===== config.mk =====
export PLATFORM = sky130hd
export DESIGN_NAME = add_fsm_multi
export DESIGN_NICKNAME = d
export VERILOG_FILES = /design/src/rtl/add_fsm_multi_pkg.sv /design/src/rtl/add_fsm_multi.sv
export SDC_FILE = /design/constraint.sdc
export NUM_CORES = 1
export LEC_CHECK = 0
export CAP_MARGIN = 20
export CORE_MARGIN = 2
export CORE_UTILIZATION = 25
export CTS_BUF_LIST = sky130_fd_sc_hd__clkbuf_8
export CTS_CLUSTER_SIZE = 40
export DETAILED_ROUTE_END_ITERATION = 16
export GPL_ROUTABILITY_DRIVEN = 0
export PLACE_DENSITY = 0.42
export SYNTH_ARGS = -nofsm -noshare
export SYNTH_HDL_FRONTEND = slang
export SYNTH_SLANG_ARGS = --single-unit

===== constraint.sdc =====
create_clock -name CLK -period 1.95 [get_ports CLK]
set_input_delay 0.39 -clock CLK [delete_from_list [all_inputs] [get_ports CLK]]
set_output_delay 0.39 -clock CLK [all_outputs]
set_load 0.005 [all_outputs]

===== src/rtl/add_fsm_multi_pkg.sv =====
// Shared definitions for the multi-mode three-step add worker.
//   state_t     : FSM state encoding (IDLE, SUM, OFFS, FINAL)
//   MODE_*      : operation-select encodings captured with the operands
package add_fsm_pkg;

  typedef enum logic [1:0] {
    IDLE  = 2'd0,
    SUM   = 2'd1,
    OFFS  = 2'd2,
    FINAL = 2'd3
  } state_t;

  localparam logic [1:0] MODE_LEGACY = 2'b00;  // R = x + y = 2(a+b) + K
  localparam logic [1:0] MODE_SUM    = 2'b01;  // R = x     = a + b
  localparam logic [1:0] MODE_SUM_K  = 2'b10;  // R = y     = a + b + K
  localparam logic [1:0] MODE_DOUBLE = 2'b11;  // R = x + x = 2(a+b)

endpackage


===== src/rtl/add_fsm_multi.sv =====
// Multi-mode three-step add worker behind a go/done handshake.
// On an accepted go the operands and mode are captured, then the datapath
// runs sum -> offset -> combine, one registered step per clock.
// Ports:
//   CLK      in   rising-edge clock
//   reset_n  in   synchronous active-low reset
//   go       in   start request, honoured only in IDLE
//   mode     in   operation select, captured with the operands
//   a, b     in   WIDTH-bit operands
//   result   out  registered result modulo 2^WIDTH, held until next completion
//   ovf      out  true result did not fit in WIDTH bits
//   busy     out  high in every state except IDLE
//   done     out  one-cycle pulse in the cycle after result/ovf update
module add_fsm_multi
  import add_fsm_pkg::*;
#(
  parameter int WIDTH = 6,
  parameter int K     = 3
) (
  input  logic             CLK,
  input  logic             reset_n,
  input  logic             go,
  input  logic [1:0]       mode,
  input  logic [WIDTH-1:0] a,
  input  logic [WIDTH-1:0] b,
  output logic [WIDTH-1:0] result,
  output logic             ovf,
  output logic             busy,
  output logic             done
);

  // Three guard bits: the largest value, 2(a+b)+K, stays below 8*2^WIDTH.
  localparam int XW = WIDTH + 3;

  state_t           state, state_next;
  logic [WIDTH-1:0] a_q, b_q;
  logic [1:0]       mode_q;
  logic [XW-1:0]    x, y;
  logic [XW-1:0]    r_full;

  function automatic logic [XW-1:0] select_r(input logic [1:0]    m,
                                             input logic [XW-1:0] xv,
                                             input logic [XW-1:0] yv);
    logic [XW-1:0] r;
    case (m)
      MODE_LEGACY: r = xv + yv;
      MODE_SUM:    r = xv;
      MODE_SUM_K:  r = yv;
      default:     r = xv + xv;
    endcase
    return r;
  endfunction

  assign r_full = select_r(mode_q, x, y);
  assign busy   = (state != IDLE);

  always_ff @(posedge CLK) begin
    if (!reset_n) state <= IDLE;
    else          state <= state_next;
  end

  always_comb begin
    state_next = state;
    case (state)
      IDLE:    if (go) state_next = SUM;
      SUM:     state_next = OFFS;
      OFFS:    state_next = FINAL;
      default: state_next = IDLE;
    endcase
  end

  always_ff @(posedge CLK) begin
    if (!reset_n) begin
      a_q    <= '0;
      b_q    <= '0;
      mode_q <= '0;
      x      <= '0;
      y      <= '0;
      result <= '0;
      ovf    <= 1'b0;
      done   <= 1'b0;
    end else begin
      done <= 1'b0;
      case (state)
        // capture: operands and mode are frozen for the whole operation
        IDLE: begin
          if (go) begin
            a_q    <= a;
            b_q    <= b;
            mode_q <= mode;
          end
        end
        // step 1: full-precision sum
        SUM: x <= XW'(a_q) + XW'(b_q);
        // step 2: constant offset
        OFFS: y <= x + XW'(K);
        // step 3: mode-selected combine, truncated only here
        default: begin
          result <= r_full[WIDTH-1:0];
          ovf    <= |r_full[XW-1:WIDTH];
          done   <= 1'b1;
        end
      endcase
    end
  end

endmodule


==> out/results.ini <==
[run_status]
status=completed

[power]
p_sw_frac=0.3815
power_density_nw_per_um2=1101
seq_power_share=0.351
p_leak_nw=1.094
combPwrFrac=0.475
peakVddDrop_uv=300.0
power.internal_mw=1.955
p_switching_mw=1.206
pwr-share-clk=0.174

[worst_setup_path]
slowest_stage=clkdlybuf4s50_1
cp_slowest_stage_delay_ps=490
startpoint_type=register
end_kind=output pin
crit_arrival_ps=1470
critPathKind=reg -> out
crit_chain=inv_1 -> ha_4 -> inv_1 -> clkdlybuf4s50_1
crit_fanout=5
cpMostUsedCell=inv_1
required_ps=1560

[finish]
drive_above_1_share=0.1466
diodes=0
stdcell_area_um2=2870
finalNonFillerCells=415
nNetsFinal=343
area_delta_synth_final_pct=27.87
post-route-util=0.3291

[logic_synthesis]
ys.flop_type=dfxtp_1
netlist_area_um2=2245
async_reset_ff_frac=0
yosysMostFrequentCell=nand2_1
yosysTopAreaCellShare=0.3478
synth_area_leader_cell=dfxtp_1
synth_area_leaders=dfxtp_1 (35%), ha_1 (10%), nand2_1 (6.9%)
synth_cell_type_count=48
synth_edf_count=0
synth-seq-cells=39
synth_area_per_cell_um2=8.439
synth_commonest_cells=nand2_1 (41), dfxtp_1 (39), a21oi_1 (23), nor2_1 (23), ha_1 (18)
ys_warn_count=0
syn_nets=303
ys_seq_area_frac=0.3478
syn_inst=266

[timing]
slew_violations=0
setup_viol_count_final=0
worst_pin_slew_ps=609.4
finalWorstPathRequiredPeriod_ps=1861
clock_skew_ps=9.486
timing.final.ws_setup_ps=88.68
max_slew_margin=0.5937
timing.fmax_mhz=537.3
grt_setup_unrepaired=false
fin_crit_sh=0.9545
hold_viol=0

[floorplan]
num_rows=34
fp.dieW_um=98.76
start_util=0.2574
dieHeight_um=98.76
core_area_um2=8721
boundaryPins=26
dieArea_um2=9753

[global_routing]
grt_usage=0.1169
grt_max_degree=19
grt_pass1_wl_um=9218
overflow=0
grt_pass1_vias=1925
grt_antenna_before_repair=0

[drt]
drc_errors=0
drtIter0Drc=57
wirelength_um=5429
dr.pass1.iters=4
via_per_inst=4.684
vias=1944
post_drt_wl_per_cell_um=13.08
antenna_left=0

[place]
io_buffers=25
pre_cts_ws_ps=-56.28
dp.cells=405
dpl-instance-area_um2=2729
dp_hpwl_um=4025

[clocking]
cts_max_level=2
cts-root-buf=clkbuf_8
clock_path_buffers=2
cts_tree=done
numCtsBuffers=5
cts_sinks=39
cts_hold_buf=0
clk_pin_slew_ps=80
clock_latency_ps=290

[min_path]
hp-class=reg -> reg

[flow_run]
cap_violations=0

power by group through the flow:
stage	Sequential [mW]	Clock, mW	Combinational [mW]
global route	1.14	0.619	1.71
CTS	1.11	0.590	1.45
floorplan	1.12	0	0.961
global placement	1.12	0	1.43
detailed placement	1.13	0	1.43
finish	1.11	0.549	1.50
sequential cells by signal, summed over array words and instances, names as in the netlist:
signal and cells:
b_q 6, ovf 1, mode_q 2, x 7, result 6, a_q 6, state 2, y 8
done 1
layer usage:
metal	vias to the layer above	track usage	routed length, µm	part of all wire
met3	13	0.02837	200	0.037
li1	1010	-	-	-
met1	880	0.1499	2624	0.48
met5	-	0	0	0
met2	41	0.1954	2545	0.47
met4	0	0.03372	57	0.010
cells in the final DEF, fill, tap and decap left out, types with 3 or more instances in the layout:
cell             synthesis  final
nor3b_1                  4      4
inv_1                   14     13
a21o_1                   3      3
clkbuf_8                 0      5
dfxtp_1                 39     35
xnor2_1                  5      5
nand3_1                  7      7
a21oi_1                 23     23
buf_4                    0     19
dfxtp_2                  0      3
a211oi_1                10     10
xor2_1                   4      4
nor2_1                  23     23
clkdlybuf4s50_1          0     25
mux2i_1                 12     12
clkinv_2                 0      3
ha_1                    18     16
nor2b_1                  4      3
nand2_1                 41     41
o21ai_0                 11     11
per-stage QoR:
stage	hold WS [ps]	setup TNS, ps	total power [mW]
3_3_place_gp	452.1	0	2.549
3_5_place_dp	454.4	-66.64	2.558
5_1_grt	479.2	0	3.467
6_report	463.6	0	3.161
4_1_cts	466.2	0	3.147
2_1_floorplan	440.0	0	2.079
cells by family after synthesis:
logic type	share of synthesized area
buf+inv	0.04682
simple gates	0.1867
xor+xnor	0.03511
fa+ha+maj	0.1182
mux	0.07358
flops	0.3478
compound gates	0.1918
path summary, 6_finish.rpt:
check,from,end,slack [ps],cells past startpoint
worst min register to register,b_q[0],b_q[0],460,2
worst max register to register,y[0],ovf,100,9
worst max-delay path,state[1],busy,90,4
worst min-delay path,b_q[0],b_q[0],460,2
critical path: cells and delay by family (launching register included):
kind / cells / cell delay [ps]
fa+ha+maj: 1 / 180
buf+inv: 3 / 650
flops: 1 / 340
what timing repair did:
item / in CTS / in global routing
buffers inserted: 0 / 2
resized for setup: 5 / 9
pin swaps: 0 / 5
cloned: 0 / 0
setup endpoints to repair: 3 / 6
area by class of cell:
class | instances | area (µm²)
Clock buffer | 5 | 68.82
Clock inverter | 3 | 15.01
Fill cell | 931 | 5851
Inverter | 15 | 56.30
Multi-Input combinational cell | 200 | 1394
Sequential cell | 39 | 788.3
Tap cell | 108 | 135.1
Timing Repair Buffer | 45 | 412.9
Power figures use the tool's default switching activity.
